## src/rtl/comp_weight_buffer_if.sv

```systemverilog
// Bus bundle between the weight pre-processing unit, the weight memory and the
// compensation datapath. The buffer itself uses the slave view.
interface comp_weight_buffer_if #(
   parameter int unsigned SIZE = 8
);
   localparam int unsigned MEM_SIZE   = SIZE * SIZE;
   localparam int unsigned ADDR_WIDTH = $clog2(MEM_SIZE);
   localparam int unsigned CROW_WIDTH = $clog2(SIZE);

   logic                  in_valid;
   logic [4:0]            reduced_weight;
   logic [2:0]            comp_weight;
   logic [CROW_WIDTH-1:0] comp_row;
   logic                  comp_valid;
   logic [ADDR_WIDTH-1:0] weight_addr;
   logic                  load_done;
   logic                  drain_start;
   logic                  wmem_we;
   logic [ADDR_WIDTH-1:0] wmem_addr;
   logic [4:0]            wmem_wdata;
   logic                  cb_valid;
   logic                  cb_ready;
   logic [CROW_WIDTH-1:0] cb_col;
   logic [CROW_WIDTH-1:0] cb_row;
   logic [2:0]            cb_weight;
   logic                  cb_last;
   logic                  cb_empty;
   logic                  busy;
   logic                  done;
   logic                  overflow_err;

   modport slave (
      input  in_valid, reduced_weight, comp_weight, comp_row, comp_valid, weight_addr,
             load_done, drain_start, cb_ready,
      output wmem_we, wmem_addr, wmem_wdata, cb_valid, cb_col, cb_row, cb_weight, cb_last,
             cb_empty, busy, done, overflow_err
   );

   modport master (
      output in_valid, reduced_weight, comp_weight, comp_row, comp_valid, weight_addr,
             load_done, drain_start, cb_ready,
      input  wmem_we, wmem_addr, wmem_wdata, cb_valid, cb_col, cb_row, cb_weight, cb_last,
             cb_empty, busy, done, overflow_err
   );
endinterface

```

## src/rtl/comp_weight_buffer.sv

```systemverilog
// Forwards reduced weights to the weight memory, collects per-column compensation
// entries during a tile load and drains them column by column over a valid/ready stream.
module comp_weight_buffer #(
   parameter int unsigned SIZE     = 8,
   parameter int unsigned MAX_COMP = 3
) (
   input logic                 clk,
   input logic                 rst,
   comp_weight_buffer_if.slave io_bus
);
   localparam int unsigned MEM_SIZE   = SIZE * SIZE;
   localparam int unsigned ADDR_WIDTH = $clog2(MEM_SIZE);
   localparam int unsigned CROW_WIDTH = $clog2(SIZE);
   localparam int unsigned CNT_W      = $clog2(MAX_COMP + 1);

   typedef enum logic [1:0] {StIdle, StFill, StLoaded, StDrain} state_e;

   state_e                r_state, w_state_nxt;
   logic [CNT_W-1:0]      r_cnt     [SIZE];
   logic [CROW_WIDTH-1:0] r_ent_row [SIZE][MAX_COMP];
   logic [2:0]            r_ent_w   [SIZE][MAX_COMP];
   logic [CROW_WIDTH-1:0] r_col;
   logic [CNT_W-1:0]      r_idx;
   logic                  r_wmem_we;
   logic [ADDR_WIDTH-1:0] r_wmem_addr;
   logic [4:0]            r_wmem_wdata;
   logic                  r_done;
   logic                  r_overflow;

   logic                  w_accept, w_append, w_room, w_draining;
   logic                  w_empty, w_last, w_fire, w_final;
   logic [CROW_WIDTH-1:0] w_col_in;
   logic [CNT_W-1:0]      w_cnt_cur;

   assign w_accept   = io_bus.in_valid && (r_state == StIdle || r_state == StFill);
   assign w_col_in   = io_bus.weight_addr[ADDR_WIDTH-1:CROW_WIDTH];
   assign w_append   = w_accept && io_bus.comp_valid;
   assign w_room     = r_cnt[w_col_in] < CNT_W'(MAX_COMP);
   assign w_draining = (r_state == StDrain);
   assign w_cnt_cur  = r_cnt[r_col];
   assign w_empty    = (w_cnt_cur == '0);
   assign w_last     = w_empty || (r_idx == w_cnt_cur - CNT_W'(1));
   assign w_fire     = w_draining && io_bus.cb_ready;
   assign w_final    = w_fire && w_last && (r_col == CROW_WIDTH'(SIZE - 1));

   always_comb begin
      w_state_nxt = r_state;
      unique case (r_state)
         StIdle: begin
            if (io_bus.load_done) w_state_nxt = StLoaded;
            else if (io_bus.in_valid) w_state_nxt = StFill;
         end
         StFill:   if (io_bus.load_done) w_state_nxt = StLoaded;
         StLoaded: if (io_bus.drain_start) w_state_nxt = StDrain;
         StDrain:  if (w_final) w_state_nxt = StIdle;
         default:  w_state_nxt = StIdle;
      endcase
   end

   always_ff @(posedge clk or posedge rst) begin
      if (rst) r_state <= StIdle;
      else     r_state <= w_state_nxt;
   end

   always_ff @(posedge clk or posedge rst) begin
      if (rst) begin
         for (int c = 0; c < int'(SIZE); c++) begin
            r_cnt[c] <= '0;
            for (int e = 0; e < int'(MAX_COMP); e++) begin
               r_ent_row[c][e] <= '0;
               r_ent_w[c][e]   <= '0;
            end
         end
         r_col        <= '0;
         r_idx        <= '0;
         r_wmem_we    <= 1'b0;
         r_wmem_addr  <= '0;
         r_wmem_wdata <= '0;
         r_done       <= 1'b0;
         r_overflow   <= 1'b0;
      end else begin
         r_wmem_we <= w_accept;
         r_done    <= w_final;
         if (w_accept) begin
            r_wmem_addr  <= io_bus.weight_addr;
            r_wmem_wdata <= io_bus.reduced_weight;
         end
         if (w_append) begin
            if (w_room) begin
               r_ent_row[w_col_in][r_cnt[w_col_in]] <= io_bus.comp_row;
               r_ent_w[w_col_in][r_cnt[w_col_in]]   <= io_bus.comp_weight;
               r_cnt[w_col_in] <= r_cnt[w_col_in] + CNT_W'(1);
            end else begin
               r_overflow <= 1'b1;
            end
         end
         if (r_state == StLoaded && io_bus.drain_start) begin
            r_col <= '0;
            r_idx <= '0;
         end
         if (w_fire) begin
            // An empty column still costs one cb_empty beat before moving on.
            if (w_last) begin
               r_idx <= '0;
               r_col <= r_col + CROW_WIDTH'(1);
            end else begin
               r_idx <= r_idx + CNT_W'(1);
            end
         end
         if (w_final) begin
            for (int c = 0; c < int'(SIZE); c++) r_cnt[c] <= '0;
         end
      end
   end

   assign io_bus.wmem_we      = r_wmem_we;
   assign io_bus.wmem_addr    = r_wmem_addr;
   assign io_bus.wmem_wdata   = r_wmem_wdata;
   assign io_bus.cb_valid     = w_draining;
   assign io_bus.cb_col       = w_draining ? r_col : '0;
   assign io_bus.cb_row       = (w_draining && !w_empty) ? r_ent_row[r_col][r_idx] : '0;
   assign io_bus.cb_weight    = (w_draining && !w_empty) ? r_ent_w[r_col][r_idx] : '0;
   assign io_bus.cb_last      = w_draining && w_last;
   assign io_bus.cb_empty     = w_draining && w_empty;
   assign io_bus.busy         = (r_state != StIdle);
   assign io_bus.done         = r_done;
   assign io_bus.overflow_err = r_overflow;
endmodule

```

## src/flat_wrapper.sv

```systemverilog
// flat-port wrapper written by rule: the top's interface ports become plain ports
module comp_weight_buffer_flat 
#(
   parameter int unsigned SIZE     = 8,
   parameter int unsigned MAX_COMP = 3
)
  (clk, rst, io_bus_in_valid, io_bus_reduced_weight, io_bus_comp_weight, io_bus_comp_row, io_bus_comp_valid, io_bus_weight_addr, io_bus_load_done, io_bus_drain_start, io_bus_cb_ready, io_bus_wmem_we, io_bus_wmem_addr, io_bus_wmem_wdata, io_bus_cb_valid, io_bus_cb_col, io_bus_cb_row, io_bus_cb_weight, io_bus_cb_last, io_bus_cb_empty, io_bus_busy, io_bus_done, io_bus_overflow_err);
  comp_weight_buffer_if #(.SIZE(SIZE)) io_bus_i ();
  input logic clk;
  input logic rst;
  input wire logic [$bits(io_bus_i.in_valid)-1:0] io_bus_in_valid;
  input wire logic [$bits(io_bus_i.reduced_weight)-1:0] io_bus_reduced_weight;
  input wire logic [$bits(io_bus_i.comp_weight)-1:0] io_bus_comp_weight;
  input wire logic [$bits(io_bus_i.comp_row)-1:0] io_bus_comp_row;
  input wire logic [$bits(io_bus_i.comp_valid)-1:0] io_bus_comp_valid;
  input wire logic [$bits(io_bus_i.weight_addr)-1:0] io_bus_weight_addr;
  input wire logic [$bits(io_bus_i.load_done)-1:0] io_bus_load_done;
  input wire logic [$bits(io_bus_i.drain_start)-1:0] io_bus_drain_start;
  input wire logic [$bits(io_bus_i.cb_ready)-1:0] io_bus_cb_ready;
  output wire logic [$bits(io_bus_i.wmem_we)-1:0] io_bus_wmem_we;
  output wire logic [$bits(io_bus_i.wmem_addr)-1:0] io_bus_wmem_addr;
  output wire logic [$bits(io_bus_i.wmem_wdata)-1:0] io_bus_wmem_wdata;
  output wire logic [$bits(io_bus_i.cb_valid)-1:0] io_bus_cb_valid;
  output wire logic [$bits(io_bus_i.cb_col)-1:0] io_bus_cb_col;
  output wire logic [$bits(io_bus_i.cb_row)-1:0] io_bus_cb_row;
  output wire logic [$bits(io_bus_i.cb_weight)-1:0] io_bus_cb_weight;
  output wire logic [$bits(io_bus_i.cb_last)-1:0] io_bus_cb_last;
  output wire logic [$bits(io_bus_i.cb_empty)-1:0] io_bus_cb_empty;
  output wire logic [$bits(io_bus_i.busy)-1:0] io_bus_busy;
  output wire logic [$bits(io_bus_i.done)-1:0] io_bus_done;
  output wire logic [$bits(io_bus_i.overflow_err)-1:0] io_bus_overflow_err;
  assign io_bus_i.in_valid = io_bus_in_valid;
  assign io_bus_i.reduced_weight = io_bus_reduced_weight;
  assign io_bus_i.comp_weight = io_bus_comp_weight;
  assign io_bus_i.comp_row = io_bus_comp_row;
  assign io_bus_i.comp_valid = io_bus_comp_valid;
  assign io_bus_i.weight_addr = io_bus_weight_addr;
  assign io_bus_i.load_done = io_bus_load_done;
  assign io_bus_i.drain_start = io_bus_drain_start;
  assign io_bus_i.cb_ready = io_bus_cb_ready;
  assign io_bus_wmem_we = io_bus_i.wmem_we;
  assign io_bus_wmem_addr = io_bus_i.wmem_addr;
  assign io_bus_wmem_wdata = io_bus_i.wmem_wdata;
  assign io_bus_cb_valid = io_bus_i.cb_valid;
  assign io_bus_cb_col = io_bus_i.cb_col;
  assign io_bus_cb_row = io_bus_i.cb_row;
  assign io_bus_cb_weight = io_bus_i.cb_weight;
  assign io_bus_cb_last = io_bus_i.cb_last;
  assign io_bus_cb_empty = io_bus_i.cb_empty;
  assign io_bus_busy = io_bus_i.busy;
  assign io_bus_done = io_bus_i.done;
  assign io_bus_overflow_err = io_bus_i.overflow_err;
  comp_weight_buffer #(.SIZE(SIZE), .MAX_COMP(MAX_COMP)) u_core (.clk(clk), .rst(rst), .io_bus(io_bus_i));
endmodule
```

## config.mk

```make
export PLATFORM = sky130hd
export DESIGN_NAME = comp_weight_buffer_flat
export DESIGN_NICKNAME = d
export VERILOG_FILES = /design/src/rtl/comp_weight_buffer_if.sv /design/src/rtl/comp_weight_buffer.sv /design/src/flat_wrapper.sv
export SDC_FILE = /design/constraint.sdc
export NUM_CORES = 1
export LEC_CHECK = 0
export ABC_AREA = 1
export CAP_MARGIN = 30
export CORE_UTILIZATION = 60
export CTS_CLUSTER_DIAMETER = 200
export CTS_CLUSTER_SIZE = 14
export DETAILED_ROUTE_END_ITERATION = 8
export PLACE_DENSITY = 0.78
export SYNTH_ARGS = -nofsm -noshare
export SYNTH_HDL_FRONTEND = slang
export SYNTH_SLANG_ARGS = --single-unit
export TNS_END_PERCENT = 30
```

## constraint.sdc

```tcl
create_clock -name clk -period 7.04 [get_ports clk]
set_input_delay 1.408 -clock clk [delete_from_list [all_inputs] [get_ports clk]]
set_output_delay 1.408 -clock clk [all_outputs]
set_load 0.005 [all_outputs]
```

==> metrics.md <==
| Metric | Value |
|---|---|
| Endpoint kind of the worst setup timing path | `primary output` |
| Maximum number of pins on one net before global-route repair | `92` |
| Via/cell ratio | `5.837` |
| Unrepaired setup endpoints after global routing | `false` |
| Overall Power | `3.762 mW` |
| Cells after synthesis | `1073` |
| Hold Path Cell Cnt | `2` |
| Area used by sequential logic in the layout | `0.004531 mm2` |
| Final antenna-violating net count | `0` |
| Areal power density over the cells | `382.7 mW/mm2` |
| Final worst path period need | `5203 ps` |
| Clock tree from TritonCTS | `built` |
| Antenna violations before repair | `0` |
| Post-route setup TNS | `0 ps` |
| Die Span Y | `123.2 um` |
| Critical register-to-register path endpoint | `u_core.r_state[1]` |
| Longest Clk Path Bufs | `2` |
| Startpoint of the lowest-slack register-to-register path | `u_core.r_col[1]` |
| Finished layout cell area | `0.009831 mm2` |
| Worst-case register-to-register setup slack | `3960 ps` |
| TritonCTS Buffers | `17` |
| Critical-path cell with the highest stage delay | `inv_1` |
| Number of antenna diodes | `0` |
| Placeable core region | `0.01410 mm2` |
| Setup slack after placement | `2465 ps` |
| Worst endpoint data arrival time | `3790 ps` |
| Utilization after layout | `0.6974` |
| Number of DRC violations after detailed-routing iteration 0 | `852` |
| Clk pin slew, worst setup/hold paths | `70 ps` |
| Distinct cells, synth | `34` |
| Number of gates given a new drive strength after cts | `0` |
| Total of hold buffers inserted after clock tree synthesis | `0` |
| Residual DRC | `0` |
| Count of warnings emitted by yosys | `0` |
| Maximum operating frequency | `192.2 MHz` |
| NumNets Final | `1111` |
| Area occupied by multi-input gates | `0.003608 mm2` |
| Sink Count | `181` |
| Total number of vias | `7401` |
| Proportion of layout cells with a drive suffix above 1 | `0.06066` |
| Max Cap Violations | `0` |
| Routability congestion estimate from global placement | `0.8844` |
| Die Span X | `123.2 um` |
| Final WL | `22220 um` |
| DP Area | `0.009248 mm2` |
| Start point of the worst hold path | `u_core.io_bus.wmem_wdata[3]` |
| Max-slew headroom | `0.3615` |
| Pins over their slew limit | `0` |
| Slack of the critical path | `1837 ps` |
| DRT Pass-1 Iters | `5` |
| Required time of the critical path | `5630 ps` |
| Endpoint with the worst hold slack | `u_core.io_bus.wmem_wdata[3]` |
| Share of the yosys chip area belonging to registers | `0.5136` |
| Final count of hold timing violations | `0` |
| Count of final setup violators | `0` |
| Gr usage total | `0.3137` |
| Skew final | `9.675 ps` |
| Register bit total from synthesis | `181` |
| Mean instance size in the synthesized netlist | `8.219 um2` |
| Static leakage | `4.639 nW` |
| Clock Latency Late Sink | `440 ps` |
| Num rows | `43` |
| Biggest fanout along the worst timing path | `33` |
| Setup Fix Bufs, Post-CTS | `0` |
| Wire length of the first global-routing pass | `35440 um` |
| Filler Cells Inserted | `1176` |
| Via count of the first global-routing pass | `6789` |
| Quantity of I/O buffers inserted on ports | `50` |
| Outcome | `finished, final reports clean` |
| CTS H-tree lvls | `4` |
| Startpoint type of the worst setup path | `flop` |
| Cells along the critical path | `buf_4, inv_1, buf_4, o21ai_0, o22ai_1, o211ai_1, nand2_1, nand2_1, a21oi_1, clkdlybuf4s50_1` |
| Delay of the slowest critical-path stage | `650 ps` |
| Hold WC Path Type | `reg2reg` |
| Worst-case reg-to-reg path depth | `15` |
| Startpoint-to-endpoint class of the critical path | `reg2out` |
| Peak VDD IR | `0.0001976 V` |
| Routed length per instance | `17.52 um` |
| Post-Synthesis Net Count | `1108` |
| Mapped Area | `0.008818 mm2` |
| Actual slew at the worst max-slew pin | `956.7 ps` |
| Post-route clock period utilization | `0.7390` |
| Synthesis-to-layout area growth | `11.48%` |
| Grt total ovfl | `0` |
| Post-DP HPWL | `13780 um` |
| Die Area | `0.01519 mm2` |
| Initial core utilization | `0.6256` |
| Total I/O pin count | `51` |
| CTS Root Buffer Type | `clkbuf_16` |
## through the flow
stage / instances / hold slack [ps]
after floorplan: 1073 / 453.5
after global placement: 1237 / 460.8
after detailed placement: 1237 / 465.4
after CTS: 1268 / 481.6
after global routing: 1268 / 497.3
final: 1268 / 478.3
## critical path, delay by kind of cell (launching register included)
| family | cells | cell delay [ps] |
|---|---|---|
| simple gates | 2 | 200 |
| compound gates | 4 | 890 |
| buf+inv | 4 | 1890 |
| flops | 1 | 360 |
## where the power goes
| part | internal, mW | leakage (nW) | switching [mW] |
|---|---|---|---|
| registers | 1.35 | 2.35 | 0.155 |
| clock network | 0.564 | 0.280 | 0.394 |
| logic | 0.481 | 2.01 | 0.821 |
| total | 2.39 | 4.64 | 1.37 |
## state kept, by name, summed over array words and instances, names as in the netlist
name and cells:
u_core.io_bus.done 1, u_core.io_bus.overflow_err 1, u_core.io_bus.wmem_addr 6, u_core.io_bus.wmem_wdata 5, u_core.io_bus.wmem_we 1, u_core.r_cnt 16
u_core.r_col 3, u_core.r_ent_row 72, u_core.r_ent_w 72, u_core.r_idx 2, u_core.r_state 2
## final cells by class
class	instances	area share
inverter	84	0.03360
tap	180	0.02291
clock inverter	9	0.01311
clock buffer	22	0.04620
timing repair buffer	57	0.05626
sequential	181	0.4609
multi-input combinational	735	0.3671
## worst max-delay path by stage
stage                          startpoint                   to  slack (ps)  cells past startpoint
after detailed placement  u_core.r_col[1]  io_bus_cb_weight[1]        2460                     10
after global placement    u_core.r_col[1]  io_bus_cb_weight[1]        2460                     10
final                     u_core.r_col[1]  io_bus_cb_weight[0]        1840                     10
after CTS                 u_core.r_col[1]  io_bus_cb_weight[0]        1950                     10
after global routing      u_core.r_col[1]  io_bus_cb_weight[0]        1660                     10
after floorplan                       rst   u_core.io_bus.done         720                      1
## cells by family after synthesis
group / Yosys count / synth area share
flip-flops: 181 / 0.5136
buffers and inverters: 157 / 0.07718
adder cells (fa/ha/maj): 11 / 0.01561
AO/OA/AOI/OAI: 327 / 0.2032
AND/OR/NAND/NOR: 396 / 0.1894
XOR/XNOR: 1 / 0.0009934
## Yosys cell counts
library cell / n / area, um2
buf_1: 1 / 3.750
a21oi_1: 31 / 155.2
o21ai_2: 1 / 8.760
inv_4: 2 / 12.51
o221ai_1: 9 / 78.83
nor2_8: 3 / 60.06
nand3_2: 1 / 10.01
clkinv_1: 2 / 7.510
inv_6: 1 / 8.760
clkbuf_1: 30 / 112.6
nor3_4: 1 / 16.27
inv_2: 3 / 11.26
ha_1: 11 / 137.6
nor2_4: 7 / 78.83
o21ai_1: 117 / 585.6
a221oi_1: 1 / 8.760
buf_6: 3 / 33.78
buf_2: 35 / 175.2
buf_4: 4 / 30.03
o211ai_1: 28 / 210.2
nand3_1: 23 / 115.1
nor2_1: 88 / 330.3
a31o_2: 1 / 8.760
nand2_1: 267 / 1002
nand2_4: 1 / 11.26
inv_1: 76 / 285.3
dfrtp_1: 181 / 4529
xor2_1: 1 / 8.760
o22ai_1: 20 / 125.1
o21ai_0: 115 / 575.6
nand3_4: 1 / 17.52
nand2_2: 3 / 18.77
nor3_2: 1 / 10.01
a21oi_2: 4 / 35.03
## layer usage
layer / routed length, um / share of wire / track usage
met3: 1605 / 0.072 / 0.05397
met5: 0 / 0 / 0
met1: 9702 / 0.44 / 0.4375
met4: 815 / 0.037 / 0.1521
met2: 10100 / 0.45 / 0.4770
## layout by cell type, fill, tap and decap left out, types with 4 or more instances in the layout
master / synthesis / routed
clkbuf_1: 30 / 4
clkdlybuf4s50_1: 0 / 50
a21oi_2: 4 / 4
buf_4: 4 / 7
o21ai_0: 115 / 115
a21oi_1: 31 / 31
ha_1: 11 / 11
inv_1: 76 / 75
clkbuf_16: 0 / 17
nor2_4: 7 / 7
o221ai_1: 9 / 9
o22ai_1: 20 / 20
o21ai_1: 117 / 117
o211ai_1: 28 / 28
nand3_1: 23 / 23
nand2_1: 267 / 267
dfrtp_1: 181 / 180
nor2_1: 88 / 88
Note: power is estimated with default switching activity, not from simulation.
==> patch 1: new RTL, config.mk and constraints unchanged <==
`MAX_COMP` is set to 3 in 2 places; all go to 5.
--- a/src/rtl/comp_weight_buffer.sv
+++ b/src/rtl/comp_weight_buffer.sv
@@ -2,7 +2,7 @@
 // entries during a tile load and drains them column by column over a valid/ready stream.
 module comp_weight_buffer #(
    parameter int unsigned SIZE     = 8,
-   parameter int unsigned MAX_COMP = 3
+   parameter int unsigned MAX_COMP = 5
 ) (
    input logic                 clk,
    input logic                 rst,
--- a/src/flat_wrapper.sv
+++ b/src/flat_wrapper.sv
@@ -2,7 +2,7 @@
 module comp_weight_buffer_flat 
 #(
    parameter int unsigned SIZE     = 8,
-   parameter int unsigned MAX_COMP = 3
+   parameter int unsigned MAX_COMP = 5
 )
   (clk, rst, io_bus_in_valid, io_bus_reduced_weight, io_bus_comp_weight, io_bus_comp_row, io_bus_comp_valid, io_bus_weight_addr, io_bus_load_done, io_bus_drain_start, io_bus_cb_ready, io_bus_wmem_we, io_bus_wmem_addr, io_bus_wmem_wdata, io_bus_cb_valid, io_bus_cb_col, io_bus_cb_row, io_bus_cb_weight, io_bus_cb_last, io_bus_cb_empty, io_bus_busy, io_bus_done, io_bus_overflow_err);
   comp_weight_buffer_if #(.SIZE(SIZE)) io_bus_i ();
Behaviour: not the same (Yosys sat finds a counterexample within 10 cycles, from zero or initial values and one cycle with rst high).
==> patch 1 against the unedited design <==
- final area up 56%
- setup slack worse by 500 ps
- utilization down 2.8 points
- die area up 59%
- power up 18%
- critical path depth down 1
- area after synthesis up 60%
- global-route usage up 2.2 points
- count of clock-buffer cells in the layout up 4
- clock skew up 4.6 ps
- sequential cell count up 105
- wire length up 77%
- largest cell class unchanged
==> patch 1: results <==
{
  "regToRegEndpoint": "u_core.r_cnt[18]$_DFFE_PP0P_",
  "ff_latch_area_um2": 7160,
  "dp_hpwl_um": 24900,
  "whs_path_depth": 1,
  "dr.pass1.iters": 6,
  "syn_avg_cell_area_um2": 7.87,
  "synth.area.top_cells": "dfrtp_1, nand2_1, o21ai_0",
  "max-clock-path-buffers": 3,
  "hold_start": "u_core.io_bus.overflow_err$_DFFE_PP0P_",
  "vias": 12432,
  "dpl_cell_area_um2": 14600,
  "status": "completed",
  "reg_top3": "u_core.r_ent_row x120, u_core.r_ent_w x120, u_core.r_cnt x24",
  "reg2reg_from": "u_core.r_col[0]$_DFF_PP0_",
  "grt_pass1_wl_um": 63000,
  "synthTopCellsByCount": "nand2_1, dfrtp_1, o21ai_0, nand3_1, nor2_1",
  "min_to": "u_core.io_bus.overflow_err$_DFFE_PP0P_",
  "synthAdderAreaFrac_pct": 0.885,
  "cp_max_fo": 81,
  "relSlewSlack_pct": 30.5,
  "reg2reg_depth": 14,
  "worstSkewPairLatency_ps": 530,
  "vias_per_cell": 5.99,
  "drt_iter0_drc": 1400,
  "clock_skew_ps": 14.3,
  "startpoint_type": "flip-flop",
  "cts_buffers": 24,
  "final_nets": 1794,
  "cts_htree_levels": 1,
  "fmax_ghz": 0.175,
  "whs_ps": 468,
  "nFillCells": 2012,
  "hp-class": "flip-flop to flip-flop",
  "power_leakage_uw": 0.00724,
  "dp_slack_ps": 1740,
  "syn_nets": 1830,
  "layout-drive-gt1-share_pct": 4.88,
  "synthXorXnorAreaFrac_pct": 0.124,
  "swShare_pct": 33.9,
  "grt_max_degree": 181,
  "cpPeakStageDelay_ps": 750,
  "r2r_slack_ps": 2910,
  "track_usage_pct": 33.6,
  "ys_seq_area_share_pct": 50.6,
  "vdd_drop_max_mv": 0.215,
  "wirelength_um": 39400,
  "crit_arrival_ps": 4290,
  "yosysUniqueCellTypes": 35
}
## patch 1: cell count changes after synthesis, sizes merged, moves of 33 or more
cell / before / now
clkbuf: 30 / 87
o21ai: 233 / 306
nand4: 0 / 33
nor2: 98 / 160
nand3: 25 / 152
nand2: 271 / 520
dfrtp: 181 / 286
## patch 1: final cells by class
class / instances / share of cell area, %
Inverter: 88 / 2.24
Multi-Input combinational cell: 1294 / 39.8
Tap cell: 313 / 2.56
Sequential cell: 286 / 46.8
Clock buffer: 26 / 4.12
Clock inverter: 1 / 0.0573
Timing Repair Buffer: 66 / 4.35
## patch 1: power by group through the flow
stage / Sequential [uW] / Combinational, uW / Clock, uW
floorplan: 2030 / 810 / 0
global placement: 2080 / 1110 / 0
detailed placement: 2090 / 1140 / 0
CTS: 2060 / 1140 / 1210
global route: 2090 / 1310 / 1270
finish: 2070 / 1170 / 1200
## patch 1: per-layer routing
layer	part of all wire (%)	GRT usage, %
met5	0	0
met2	44	51.7
met3	9.5	6.32
met1	42	46.9
met4	4.2	14.1
==> patch 2: new RTL, same flow settings <==
Without the edit above. Re-encode `state_e` (4 states) as one-hot, 4 bits wide.
--- a/src/rtl/comp_weight_buffer.sv
+++ b/src/rtl/comp_weight_buffer.sv
@@ -13,7 +13,7 @@
    localparam int unsigned CROW_WIDTH = $clog2(SIZE);
    localparam int unsigned CNT_W      = $clog2(MAX_COMP + 1);
 
-   typedef enum logic [1:0] {StIdle, StFill, StLoaded, StDrain} state_e;
+   typedef enum logic [3:0] {StIdle = 4'b0001, StFill = 4'b0010, StLoaded = 4'b0100, StDrain = 4'b1000} state_e;
 
    state_e                r_state, w_state_nxt;
    logic [CNT_W-1:0]      r_cnt     [SIZE];
Check against the original RTL: no difference found for any inputs over 4 cycles, from zero or initial values and one cycle with rst high; so few cycles prove little.
==> patch 2 against the unedited design <==
- final area decreased by 1.1%
- non-clock buffer count increased by 1
- via count decreased by 1.5%
- sequential cell count increased by 2
- wire length decreased by 3.3%
- area after synthesis decreased by 1.4%
- first-iteration DRC count decreased by 3.1%
- combinational power increased by 3%
- critical path depth increased by 3
- clock skew decreased by 2.5 ps
- power decreased by 0.23%
- sequential power decreased by 5%
- setup slack improved by 390 ps
- die area decreased by 1.4%
==> patch 2: results <==
{
  "dp_slack_ps": 2730,
  "status": "completed",
  "dr.pass1.iters": 6,
  "dp_hpwl_um": 13700,
  "cpPeakStageDelay_ps": 510,
  "syn_nets": 1082,
  "grt_use_met3_pct": 6.60,
  "layout-drive-gt1-share_pct": 5.63,
  "clock_skew_ps": 7.22,
  "power_leakage_uw": 0.00453,
  "yosysUniqueCellTypes": 30,
  "synth.area.top_cells": "dfrtp_1, nand2_1, o21ai_1",
  "grt_use_met1_pct": 41.7,
  "met2_usage_pct": 48.8,
  "async_reset_ff_share_pct": 100,
  "crit_arrival_ps": 3410,
  "slowest_stage": "clkdlybuf4s50_1",
  "vias": 7292,
  "grt_pass1_wl_um": 34800,
  "drt_iter0_drc": 826,
  "grt_pass1_vias": 6704,
  "grt_max_degree": 82,
  "nFillCells": 1106,
  "cp_max_fo": 42,
  "wl_per_cell_um": 17.2,
  "track_usage_pct": 30.7,
  "tightest_slew_ps": 970,
  "place_congestion": 0.867,
  "vdd_drop_max_mv": 0.237
}
patch 2: final timing paths:
check	from	to	slack (ps)	depth (start not counted)
max	u_core.r_col[1]$_DFF_PP0_	io_bus_cb_last	2220	13
min	u_core.io_bus.wmem_addr[0]$_DFFE_PP0N_	u_core.io_bus.wmem_addr[0]$_DFFE_PP0N_	480	2
max reg2reg	u_core.r_col[1]$_DFF_PP0_	u_core.r_state[2]$_DFFE_PP0P_	3950	14
min reg2reg	u_core.io_bus.wmem_addr[0]$_DFFE_PP0N_	u_core.io_bus.wmem_addr[0]$_DFFE_PP0N_	480	2
max in group asynchronous	rst	u_core.r_col[0]$_DFF_PP0_	4350	3
min in group asynchronous	rst	u_core.r_ent_row[52]$_DFFE_PP0P_	1430	2
patch 2: per-stage QoR:
stage / cell area, um2 / cells / hold slack, ps / total power [uW]
final: 9730 / 1246 / 479 / 3750
after global routing: 9730 / 1246 / 506 / 3990
after CTS: 9730 / 1246 / 480 / 3750
after detailed placement: 9120 / 1216 / 464 / 2750
after global placement: 9100 / 1215 / 455 / 2720
after floorplan: 8690 / 1051 / 450 / 2340
patch 2: cell families (layout without fill, tap and decap cells):
kind of cell             count (synthesis)  count (layout)  synth area share [%]
buffers and inverters                  140             155                  7.24
flip-flops                             183             183                  52.7
XOR/XNOR                                 1               1                 0.101
adder cells (fa/ha/maj)                  7               7                  1.01
AND/OR/NAND/NOR                        408             408                  19.2
AO/OA/AOI/OAI                          312             312                  19.7
patch 2: critical path: cells and delay by family (launching register included):
kind                     cells  cell delay, ps
AND/OR/NAND/NOR              5             470
XOR/XNOR                     1             140
flip-flops                   1             320
adder cells (fa/ha/maj)      1             280
AO/OA/AOI/OAI                2             320
buffers and inverters        4            1420
patch 2: final cells by class:
| cell class | instances | area, um2 | share of cell area, % |
|---|---|---|---|
| inverter | 67 | 258 | 2.65 |
| sequential | 183 | 4580 | 47.1 |
| clock buffer | 20 | 457 | 4.70 |
| clock inverter | 10 | 153 | 1.57 |
| timing repair buffer | 58 | 568 | 5.84 |
| multi-input combinational | 728 | 3480 | 35.8 |
| tap | 180 | 225 | 2.32 |
patch 2: power breakdown:
group,switching [uW],internal (uW)
clock network,391,605
logic,861,475
registers,125,1300
patch 2: layer usage:
layer | vias up | routed length [um]
met2 | 297 | 10200
met5 | - | 0
met3 | 34 | 1610
met4 | 0 | 444
met1 | 3454 | 9230
li1 | 3507 | -
